===== src/rtl/fft_pkg.sv =====
// Shared FFT front-end types: frame geometry, sample/frame typedefs and fill-counter width.
package fft_pkg;

    localparam int FFT_SAMPLES = 8;
    localparam int FFT_WIDTH   = 16;
    localparam int CNT_W       = $clog2(FFT_SAMPLES) + 1;

    typedef logic [FFT_WIDTH-1:0]    sample_t;
    typedef sample_t [FFT_SAMPLES-1:0] frame_t;

endpackage


===== src/rtl/sample_framer.sv =====
// Packs SAMPLES stream samples into a frame; out_valid one cycle after the last accept, then holds.
// in_ready drops only while a finished frame waits for the output slot. SAMPLE_FRAMER_FLUSH_EN adds zero-pad flush.
module sample_framer
    import fft_pkg::*;
#(
    parameter int SAMPLES = FFT_SAMPLES,
    parameter int WIDTH   = FFT_WIDTH
) (
    input  logic                     clk,
    input  logic                     rst,
    input  logic                     in_valid,
    output logic                     in_ready,
    input  logic [WIDTH-1:0]         in_sample,
`ifdef SAMPLE_FRAMER_FLUSH_EN
    input  logic                     flush,
`endif
    output logic                     out_valid,
    input  logic                     out_ready,
    output logic [WIDTH-1:0]         frame_data [SAMPLES-1:0],
    output logic [$clog2(SAMPLES):0] fill_level
);

    localparam int              CW   = $clog2(SAMPLES) + 1;
    localparam int              IW   = CW - 1;
    localparam logic [CW-1:0]   FULL = CW'(SAMPLES);
    localparam logic [CW-1:0]   LAST = CW'(SAMPLES - 1);

    logic [CW-1:0]    cnt_q, cnt_d;
    logic [WIDTH-1:0] fill_buf_q [SAMPLES-1:0];
    logic [WIDTH-1:0] fill_buf_d [SAMPLES-1:0];
    logic [WIDTH-1:0] frame_q    [SAMPLES-1:0];
    logic [WIDTH-1:0] frame_d    [SAMPLES-1:0];
    logic [WIDTH-1:0] asm_frame  [SAMPLES-1:0];
    logic             out_valid_q, out_valid_d;

    logic filling, held, accept, slot_free, flush_take, complete, transfer;

    assign filling   = (cnt_q != FULL);
    assign held      = (cnt_q == FULL);
    assign accept    = in_valid & filling;
    assign slot_free = ~out_valid_q | out_ready;

`ifdef SAMPLE_FRAMER_FLUSH_EN
    // A sample accepted alongside the flush counts toward the flushed frame.
    assign flush_take = flush & filling & ((cnt_q != '0) | accept);
`else
    assign flush_take = 1'b0;
`endif

    assign complete = (accept & (cnt_q == LAST)) | flush_take;
    assign transfer = (complete | held) & slot_free;

    // Frame as it stands after this cycle's accept; entries past the fill point are zero.
    always_comb begin
        for (int i = 0; i < SAMPLES; i++) begin
            asm_frame[i] = '0;
            if (CW'(i) < cnt_q) begin
                asm_frame[i] = fill_buf_q[i];
            end else if (accept && (CW'(i) == cnt_q)) begin
                asm_frame[i] = in_sample;
            end
        end
    end

    always_comb begin
        fill_buf_d = fill_buf_q;
        cnt_d      = cnt_q;
        if (complete) begin
            fill_buf_d = asm_frame;
            cnt_d      = slot_free ? '0 : FULL;
        end else if (held) begin
            if (slot_free) begin
                cnt_d = '0;
            end
        end else if (accept) begin
            fill_buf_d[cnt_q[IW-1:0]] = in_sample;
            cnt_d                     = cnt_q + 1'b1;
        end
    end

    always_comb begin
        frame_d     = frame_q;
        out_valid_d = out_valid_q;
        if (transfer) begin
            frame_d     = held ? fill_buf_q : asm_frame;
            out_valid_d = 1'b1;
        end else if (out_valid_q && out_ready) begin
            out_valid_d = 1'b0;
        end
    end

    always_ff @(posedge clk or posedge rst) begin
        if (rst) begin
            cnt_q      <= '0;
            fill_buf_q <= '{default: '0};
        end else begin
            cnt_q      <= cnt_d;
            fill_buf_q <= fill_buf_d;
        end
    end

    always_ff @(posedge clk or posedge rst) begin
        if (rst) begin
            out_valid_q <= 1'b0;
            frame_q     <= '{default: '0};
        end else begin
            out_valid_q <= out_valid_d;
            frame_q     <= frame_d;
        end
    end

    assign in_ready   = filling;
    assign out_valid  = out_valid_q;
    assign frame_data = frame_q;
    assign fill_level = cnt_q;

endmodule


===== config.mk =====
export PLATFORM = sky130hd
export DESIGN_NAME = sample_framer
export DESIGN_NICKNAME = d
export VERILOG_FILES = /design/src/rtl/fft_pkg.sv /design/src/rtl/sample_framer.sv
export SDC_FILE = /design/constraint.sdc
export NUM_CORES = 1
export LEC_CHECK = 0
export BUFFER_PORTS_ARGS = -buffer_cell sky130_fd_sc_hd__buf_2
export CAP_MARGIN = 30
export CORE_ASPECT_RATIO = 1.1
export CORE_MARGIN = 1.5
export CORE_UTILIZATION = 45
export DETAILED_ROUTE_END_ITERATION = 7
export PLACE_DENSITY = 0.61
export SYNTH_ARGS = -nofsm -noshare
export SYNTH_HDL_FRONTEND = slang
export SYNTH_SLANG_ARGS = --single-unit

===== constraint.sdc =====
create_clock -name clk -period 22.9 [get_ports clk]
set_input_delay 1.145 -clock clk [delete_from_list [all_inputs] [get_ports clk]]
set_output_delay 1.145 -clock clk [all_outputs]
set_load 0.005 [all_outputs]

Word level (Yosys, flattened, before mapping)
Index checks and enable logic that the tools add are counted.
- output and inout port bits: 134
- logic and storage cells: 93
- input port bits: 20
- register bits after elaboration: 261
- muxes and demuxes: 30
- magnitude comparators: 10
- reductions and logical operators: 16
- bitwise operators: 6
- $add $sub $neg: 1
- equal/unequal tests: 12
- operator list (operator ; count):
    $mux W128 ; 4
    $mux W16 ; 17
    $bwmux W128 ; 1
    $demux W16 S3 ; 1
    $mux W4 ; 5
    $eq A3 B4 Y1 const A ; 4
    $lt A3 B4 Y1 const A ; 4
    $logic_and A1 B1 Y1 ; 10
    $eq A2 B4 Y1 const A ; 2
    $lt A1 B4 Y1 const A ; 2
    $lt A2 B4 Y1 const A ; 2
    $add A4 B1 Y4 const B ; 1
    $eq A1 B4 Y1 const A ; 1
    $eq A4 B3 Y1 const B ; 1
    $eq A4 B4 Y1 const B ; 1
    $logic_not A4 Y1 ; 1
    $lt A3 B4 Y1 const B ; 1
    $ne A4 B4 Y1 const B ; 1
    $reduce_and A2 Y1 ; 2
    $reduce_bool A2 Y1 ; 2
    $and A1 B1 Y1 ; 3
    $ge A3 B1 Y1 const B ; 1
    $ne A3 B1 Y1 const B ; 1
    $reduce_bool A3 Y1 ; 1
    4 further kinds ; 6

Longest topological paths before layout
Gate-level depths: netlist (run 1).
- word-level depth: 8
- gate-level depth with buffers: 9

Worst setup path before layout (run 1)
Ideal clock, no wire load.
- kind: in2reg
- start: in in_valid
- end: reg fill_buf_q[32] (netlist name)
- path slack: 20.394 ns
- library setup time: 0.125 ns
- arrival: 2.381 ns
- path buffers: 2
- data required time: 22.775 ns
- stages: 6
- cell sequence: buf_4 > inv_2 > a211oi_4 > nand3_4 > buf_6 > mux2_4
- cells in the longest elaborated chain, start to end: 5
- elaborated cells on any way between the ends: 9
- classes of those cells: eq/ne (1); mux (3); bitwise (2); reduce/logical (3)
- ends and longest elaborated chain (element ; RTL line ; RTL):
    start: declaration ; sample_framer.sv:11 ; input logic in_valid,
    $and A1 B1 Y1 * ; sample_framer.sv:40 ; assign accept = in_valid & filling;
    $logic_and A1 B1 Y1 ; sample_framer.sv:59 ; end else if (accept && (CW'(i) == cnt_q)) begin
    $mux W16 ; sample_framer.sv:59 ;
    $mux W16 ; sample_framer.sv:57 ; if (CW'(i) < cnt_q) begin
    $mux W128 ; sample_framer.sv:68 ; if (complete) begin
    end signal: assignment ; sample_framer.sv:98 ; fill_buf_q <= fill_buf_d;
    end: declaration ; sample_framer.sv:29 ; logic [WIDTH-1:0] fill_buf_q [SAMPLES-1:0];
Every way passes the cells marked *; elsewhere a longest branch is shown, timed or not.
A chain may end at the register's enable or synchronous reset.

Worst setup path in the final report (run 1)
- start: in in_valid
- end: reg frame_q, in the netlist frame_data[18]
- cells in the longest elaborated chain, start to end: 5
- elaborated cells on any way between the ends: 8
- classes of those cells: mux (3); bitwise (4); reduce/logical (1)
- ends and longest elaborated chain (element ; RTL line ; RTL):
    $and A1 B1 Y1 * ; sample_framer.sv:40 ;
    $logic_and A1 B1 Y1 ; sample_framer.sv:59 ;
    $mux W16 ; sample_framer.sv:59 ;
    $mux W16 ; sample_framer.sv:57 ;
    $mux W128 ; sample_framer.sv:85 ; frame_d = held ? fill_buf_q : asm_frame;
    end signal: assignment ; sample_framer.sv:108 ; frame_q <= frame_d;
    end: declaration ; sample_framer.sv:31 ; logic [WIDTH-1:0] frame_q [SAMPLES-1:0];
Marks and branches as above.

==> impl_results.md, run 1 <==
- Status: finished, final reports clean
- Fillers: 2165
- H-Tree Depth: 1
- Share of the synthesized area in the top cell type: 57.41%
- CTS root buf: clkbuf_16
- Pwr/cell area: 138.4 mW/mm^2
- Clk sinks: 261
- Mapped Nets: 990
- HPWL Detailed: 18560 um
- Routability cong.: 0.7706
- Mapped Area: 0.01138 sq mm
- Largest net degree at the start of global routing: 87
- CTS clk-pin slew, worst paths: 0.06 ns
- Leak pwr: 0.006067 uW
- GRT busiest layer: met2
- Skew final: 0.01255 ns
- Layout cell share with drive strength beyond 1: 32.20%
- Worst-path maximum fanout: 71
- Max clock buf depth: 3
- Diode count: 0
- CTS buffer count: 27
- WS Path Type: input pin to flip-flop
- Via count: 8205
- Post-synth top flop: dfrtp_1
- Initial DRC count: 546
- Req. time, crit path: 23.30 ns
- M1 GR Usage: 34.13%
- Top cells by area, synth: dfrtp_1 (57%), mux2_2 (7.6%), a22oi_1 (4.5%)
- Sequential-to-total area share from yosys stat: 57.41%
- Area of the multi-input gates: 0.004394 sq mm
- Util after Layout: 53.53%
- CP top delay family: simple AND/OR/NAND/NOR gates
- Die span in x: 154.6 um
- Post-CTS Setup Bufs: 0
- Port Buf Inserts: 153
- FP Rows: 60
- Net count, final: 1096
- Initial antenna violation count: 0
- Die Area: 0.02625 sq mm
- Starting Density: 46.20%
- Startpoint types: input pin
- Crit. End Element: flip-flop
- Peak VDD IR: 0.06308 mV
- Synth area leader: dfrtp_1
- FF+latch area: 0.006531 sq mm
- Syn avg cell area: 11.78 sq um
- Final WL: 30310 um
- Hold WC Path Type: flip-flop to flip-flop
- Slowest CP cell: and4_1
- Max incr delay on CP: 0.74 ns
- Yosys warning count: 0
- Tightest Pin Transition: 0.9307 ns
- Min cycle time layout: 4.125 ns
- Global-route wire length before repair: 47520 um
- Total Power: 1825 uW
- DRT antenna net count: 0
- Number of global-route vias before repair: 8059
- Hold Violations, Final: 0
- Synth Instances: 966
- Ys async rst share: 100.0%
- Worst path cell trace: buf_2 -> and4_1 -> nand3_4 -> nand2_4 -> buf_4 -> mux2_2
- EDFF count, synth: 0
- RSZ-0062 raised after global routing: false
- Grt ovf: 0
- Bufs and invs on worst path: 2
- WHS: 0.4794 ns
- CP Data Arrival Time: 4.53 ns
- WL/cell: 21.65 um
- Core box area: 0.02462 sq mm
- Final Cycle Share: 18.01%
- #FFs+latches synth: 261
- Synth cell types: 44
- Max-cap violations: 0
- CTS tree: yes
- Peak Freq: 0.2424 GHz
- GR Util met3: 2.758%
- Worst-Skew Late Latency: 0.52 ns
- Total negative slack: 0 ns
- Number of I/O pins: 154
- Gr usage total: 23.22%
- Max_slew headroom: 37.78%
- Setup-failing EPs final: 0
- Post-CTS resize count: 0
- Met2 usage: 36.49%
- First-pass detailed-route iteration total: 5
- DR vias/cell: 5.861
- Drc violations: 0
- Layout area overhead: 15.86%
- Die Y: 169.8 um
- Max Slew Vio Count: 0
- Quantity of hold-fixing buffers added after cts: 0
[metrics by stage]
stage | cells | setup slack, ns | cell area [sq um]
2_1_floorplan | 966 | 14.57 | 11380
5_1_grt | 1400 | 18.57 | 13180
3_5_place_dp | 1353 | 18.26 | 12250
4_1_cts | 1400 | 18.80 | 13180
3_3_place_gp | 1350 | 18.33 | 12180
6_report | 1400 | 18.77 | 13180
[worst min-delay path: cells and delay by family, from the launching register on]
family	cells	cell delay, ns
flip-flops	1	0.34
AND/OR/NAND/NOR	2	0.10
[path summary, 6_finish.rpt]
kind / from / to / slack [ns] / cells after the start
hold / removal: fill_buf_q[116] / fill_buf_q[116] / 0.48 / 2
setup / recovery: in_valid / frame_data[18] / 18.77 / 6
min in group asynchronous: rst / frame_data[23] / 0.65 / 2
setup reg to reg: fill_level[2] / frame_data[18] / 19.12 / 5
max in group asynchronous: rst / frame_data[64] / 20.72 / 5
hold reg to reg: fill_buf_q[116] / fill_buf_q[116] / 0.48 / 2
[sequential cells by signal (all words and copies together), names as in the netlist]
register	cells
out_valid	1
frame_data	128
fill_buf_q	128
fill_level	4
[Yosys cell counts (2+ instances only)]
library cell and n:
dfrtp_1 261, mux2_2 77, nand2_1 72, a22oi_1 68, o21ai_0 67, nand3_1 57, a21oi_1 49, nor3_1 49
clkbuf_1 43, mux2_4 30, buf_2 26, nor2_1 20, a31oi_1 17, and2_1 17, mux2_1 17, a211o_1 16
o221a_2 16, buf_4 9, buf_6 8, inv_1 5, ha_1 4, nand2_4 4, nand2b_1 4, o21ai_1 3
a21o_1 2, and3_1 2, buf_1 2, nand3_4 2, nor2_2 2, nor2b_1 2, or2_2 2
[final cells by class]
cell class,count,share of cell area [%]
Multi-Input combinational cell,611,33.34
Timing Repair Buffer,165,6.853
Sequential cell,261,49.55
Inverter,6,0.2278
Tap cell,310,2.943
Clock buffer,38,5.971
Clock inverter,9,1.120
[kinds of logic after synthesis]
group                    Yosys count  share of synthesized area [%]
adder cells (fa/ha/maj)            4                         0.4399
flip-flops                       261                          57.41
multiplexers                     125                          13.35
AND/OR/NAND/NOR                  241                          10.68
buffers and inverters             94                          4.212
AO/OA/AOI/OAI                    241                          13.91
[routing by layer]
layer	vias up	wire length, um
met5	-	0
met3	54	1450
met4	0	730
met2	249	13750
met1	4192	14370
li1	3710	-
[cell usage in the layout, fill, tap and decap left out, types with 2 or more instances in the layout]
cell       netlist  final
dfrtp_1        261    261
buf_2           26    153
mux2_2          77     77
nand2_1         72     72
a22oi_1         68     68
o21ai_0         67     67
nand3_1         57     57
nor3_1          49     49
a21oi_1         49     48
mux2_4          30     30
clkbuf_16        0     27
nor2_1          20     18
mux2_1          17     17
and2_1          17     17
a31oi_1         17     17
a211o_1         16     16
o221a_2         16     16
buf_4            9      9
clkbuf_8         0      7
nand2_4          4      4
inv_1            5      4
ha_1             4      4
clkbuf_1        43      4
bufinv_16        0      4
clkinv_2         0      4
nand2b_1         4      3
o21ai_1          3      3
nand3_4          2      2
nor2b_1          2      2
nor2_4           0      2
nor3_4           1      2
a21o_1           2      2
and3_1           2      2
or2_2            2      2
nor2_2           2      2
buf_16           0      2
[power by group]
| part | switching [uW] | leakage (uW) | internal, uW |
|---|---|---|---|
| sequential | 130 | 0.00317 | 674 |
| clock | 179 | 0.000460 | 283 |
| combinational | 272 | 0.00244 | 287 |
Power figures use the tool's default switching activity.
==> run 2, diff against run 1 <==
- clock period: 22.9 -> 4.2 ns (I/O delays scaled with it)
==> run 2 against run 1 <==
Cell count is 0.43% higher. Die area is the same. Clock skew is 0.0055 ns lower. Global-route usage up 0.40 points. Utilization about the same. Flip-flop and latch count unchanged. Combinational power increased to 5.5 times the previous value. Sequential power rose to 5.5 times the previous value. Largest power group unchanged.
==> impl_results.md, run 2 (synthesis gave the netlist of run 1 again) <==
- Status: finished, final reports clean
- Startpoint types: flip-flop
- Post-CTS Setup Bufs: 0 (unchanged)
- Worst Reg-to-Reg Cells: 7 (+2)
- Commonest cells after routing, fill and taps aside: dfrtp_1 (261), buf_2 (153), mux2_2 (77)
- Drc violations: 0 (unchanged)
- Max_slew headroom: 37.85% (+0.070 points)
- Number of I/O pins: 154 (unchanged)
- Seq pwr share: 44.2% (about the same)
- Max Slew Vio Count: 0 (unchanged)
- HPWL Detailed: 18550 um (about the same)
- Die span in x: 154.6 um (unchanged)
- Die Y: 169.8 um (unchanged)
- Hold Path Depth: 3 (+1)
- Skew final: 0.007036 ns (-0.005517 ns)
- First-pass detailed-route iteration total: 5 (unchanged)
- Crit. End Element: flip-flop
- Routability cong.: 0.8244 (+7.0%)
- Min cycle time layout: 2.770 ns
- DRT antenna net count: 0 (unchanged)
- Pwr/cell area: 755.4 mW/mm^2 (+450%)
- Worst-path maximum fanout: 58 (-18%)
- Int Pwr: 6732 uW (+440%)
- Layout area overhead: 15.81% (about the same)
- Max clock buf depth: 3 (unchanged)
- Psw: 3222 uW (+450%)
- Req. time, crit path: 4.61 ns (-18.69 ns)
- FP Rows: 60 (unchanged)
- CP Launch Point: fill_level[0]
- Diode count: 0 (unchanged)
- RSZ-0062 raised after global routing: false
- FF-to-FF Start: fill_level[0]
- Worst Min Path Start: in_sample[14]
- CTS buffer count: 28 (+3.7%)
- Core box area: 0.02462 sq mm (unchanged)
- Max-cap violations: 0 (unchanged)
- H-Tree Depth: 1 (unchanged)
- Total negative slack: 0 ns (unchanged)
- Total Power: 9954 uW (+450%)
- Dpl ws: 1.453 ns (-16.80 ns)
- CTS root buf: clkbuf_16
- WS Path Type: flip-flop to flip-flop
- Peak VDD IR: 0.3438 mV (+440%)
- WHS Endpoint: fill_buf_q[126]
- Clk sinks: 261 (unchanged)
- Initial DRC count: 644 (+18%)
- Starting Density: 46.20% (unchanged)
- Largest net degree at the start of global routing: 157 (+80%)
- Number of global-route vias before repair: 8101 (+0.52%)
- CTS tree: yes
- Setup-failing EPs final: 0 (unchanged)
- Non-filler cells, final: 1406 (+0.43%)
- Placed cells: 1355 (+0.15%)
- Leading cell type in the layout, fill and taps excluded: dfrtp_1
- CP Data Arrival Time: 3.18 ns (-1.35 ns)
- R2r endpoint: frame_data[123]
- Initial antenna violation count: 0 (unchanged)
- Leak pwr: 0.006064 uW (about the same)
- Tightest Pin Transition: 0.9296 ns (-0.001042 ns)
- CTS clk-pin slew, worst paths: 0.07 ns (about the same)
- Final WL: 30590 um (+0.92%)
- WL/cell: 21.75 um (+0.49%)
- Hold Violations, Final: 0 (unchanged)
- DR vias/cell: 5.861 (about the same)
- Gate power share: 30.8% (+0.2 points)
- Grt ovf: 0 (unchanged)
- Net count, final: 1100 (+0.36%)
- Worst-Skew Late Latency: 0.53 ns (about the same)
- Via count: 8240 (+0.43%)
- Layout cell share with drive strength beyond 1: 32.12% (-0.085 points)
- Hold WC Path Type: input pin to flip-flop
- Global-route wire length before repair: 48470 um (+2.0%)
- Die Area: 0.02625 sq mm (unchanged)
- Sw Ratio: 32.37% (+0.51 points)
- Clock network fraction of total power: 25.0% (-0.3 points)
- Final worst slack: 1.430 ns (-17.34 ns)
- Post-CTS resize count: 0 (unchanged)
- Final Cycle Share: 65.95%
- R2R Setup Slk: 1.43 ns (-17.69 ns)
- Peak Freq: 0.3610 GHz
- Port Buf Inserts: 153 (unchanged)
- Gr usage total: 23.62% (+0.40 points)
## run 2: worst max path at each step
stage	to	slack, ns	cells after the start
6_report	frame_data[123]	1.43	7
5_1_grt	frame_data[115]	1.24	5
4_1_cts	frame_data[68]	1.45	7
3_5_place_dp	frame_data[119]	1.45	5
3_3_place_gp	frame_data[123]	1.53	7
2_1_floorplan	fill_buf_q[0]	0.55	1
## run 2: timing repair
item                                    in CTS  in global routing
endpoints found under the hold margin      105                  0
endpoints found under the setup margin       0                  0
hold buffers                                 1                  0
## run 2: final cells by class
class | instances | area [sq um]
Fill cell | 2183 | 11450
Sequential cell | 261 | 6531
Multi-Input combinational cell | 611 | 4390
Timing Repair Buffer | 168 | 909.6
Clock buffer | 42 | 834.6
Tap cell | 310 | 387.9
Clock inverter | 8 | 96.34
Inverter | 6 | 26.28
## run 2: worst max-delay path, stage by stage (launching register included)
cell      delay, ns
dfrtp_1        0.52
inv_1          0.22
ha_1           0.32
nand3b_1       0.24
nand2b_2       0.30
nand2_4        0.55
buf_4          0.33
a21oi_1        0.09
## run 2: metrics by stage
stage	hold slack [ns]	util, %	area [sq um]
after floorplan	0.3963	-	11380
after global placement	0.4618	49.64	12220
after detailed placement	0.4540	49.69	12240
after CTS	0.05242	53.51	13180
after global routing	0.08090	53.51	13180
final	0.07181	53.51	13180
## run 2: routing by layer
metal	global-route usage, %	routed length (um)	vias up
li1	-	-	3719
met2	37.00	14150	282
met5	0	0	-
met1	35.03	14140	4200
met3	3.320	1767	39
met4	5.059	527	0
## run 2: power by group through the flow
stage / registers, uW / clock network (uW) / logic [uW]
after floorplan: 4260 / 0 / 2090
after global placement: 4400 / 0 / 3010
after detailed placement: 4410 / 0 / 3100
after CTS: 4390 / 2540 / 3110
after global routing: 4540 / 2650 / 3420
final: 4400 / 2490 / 3070
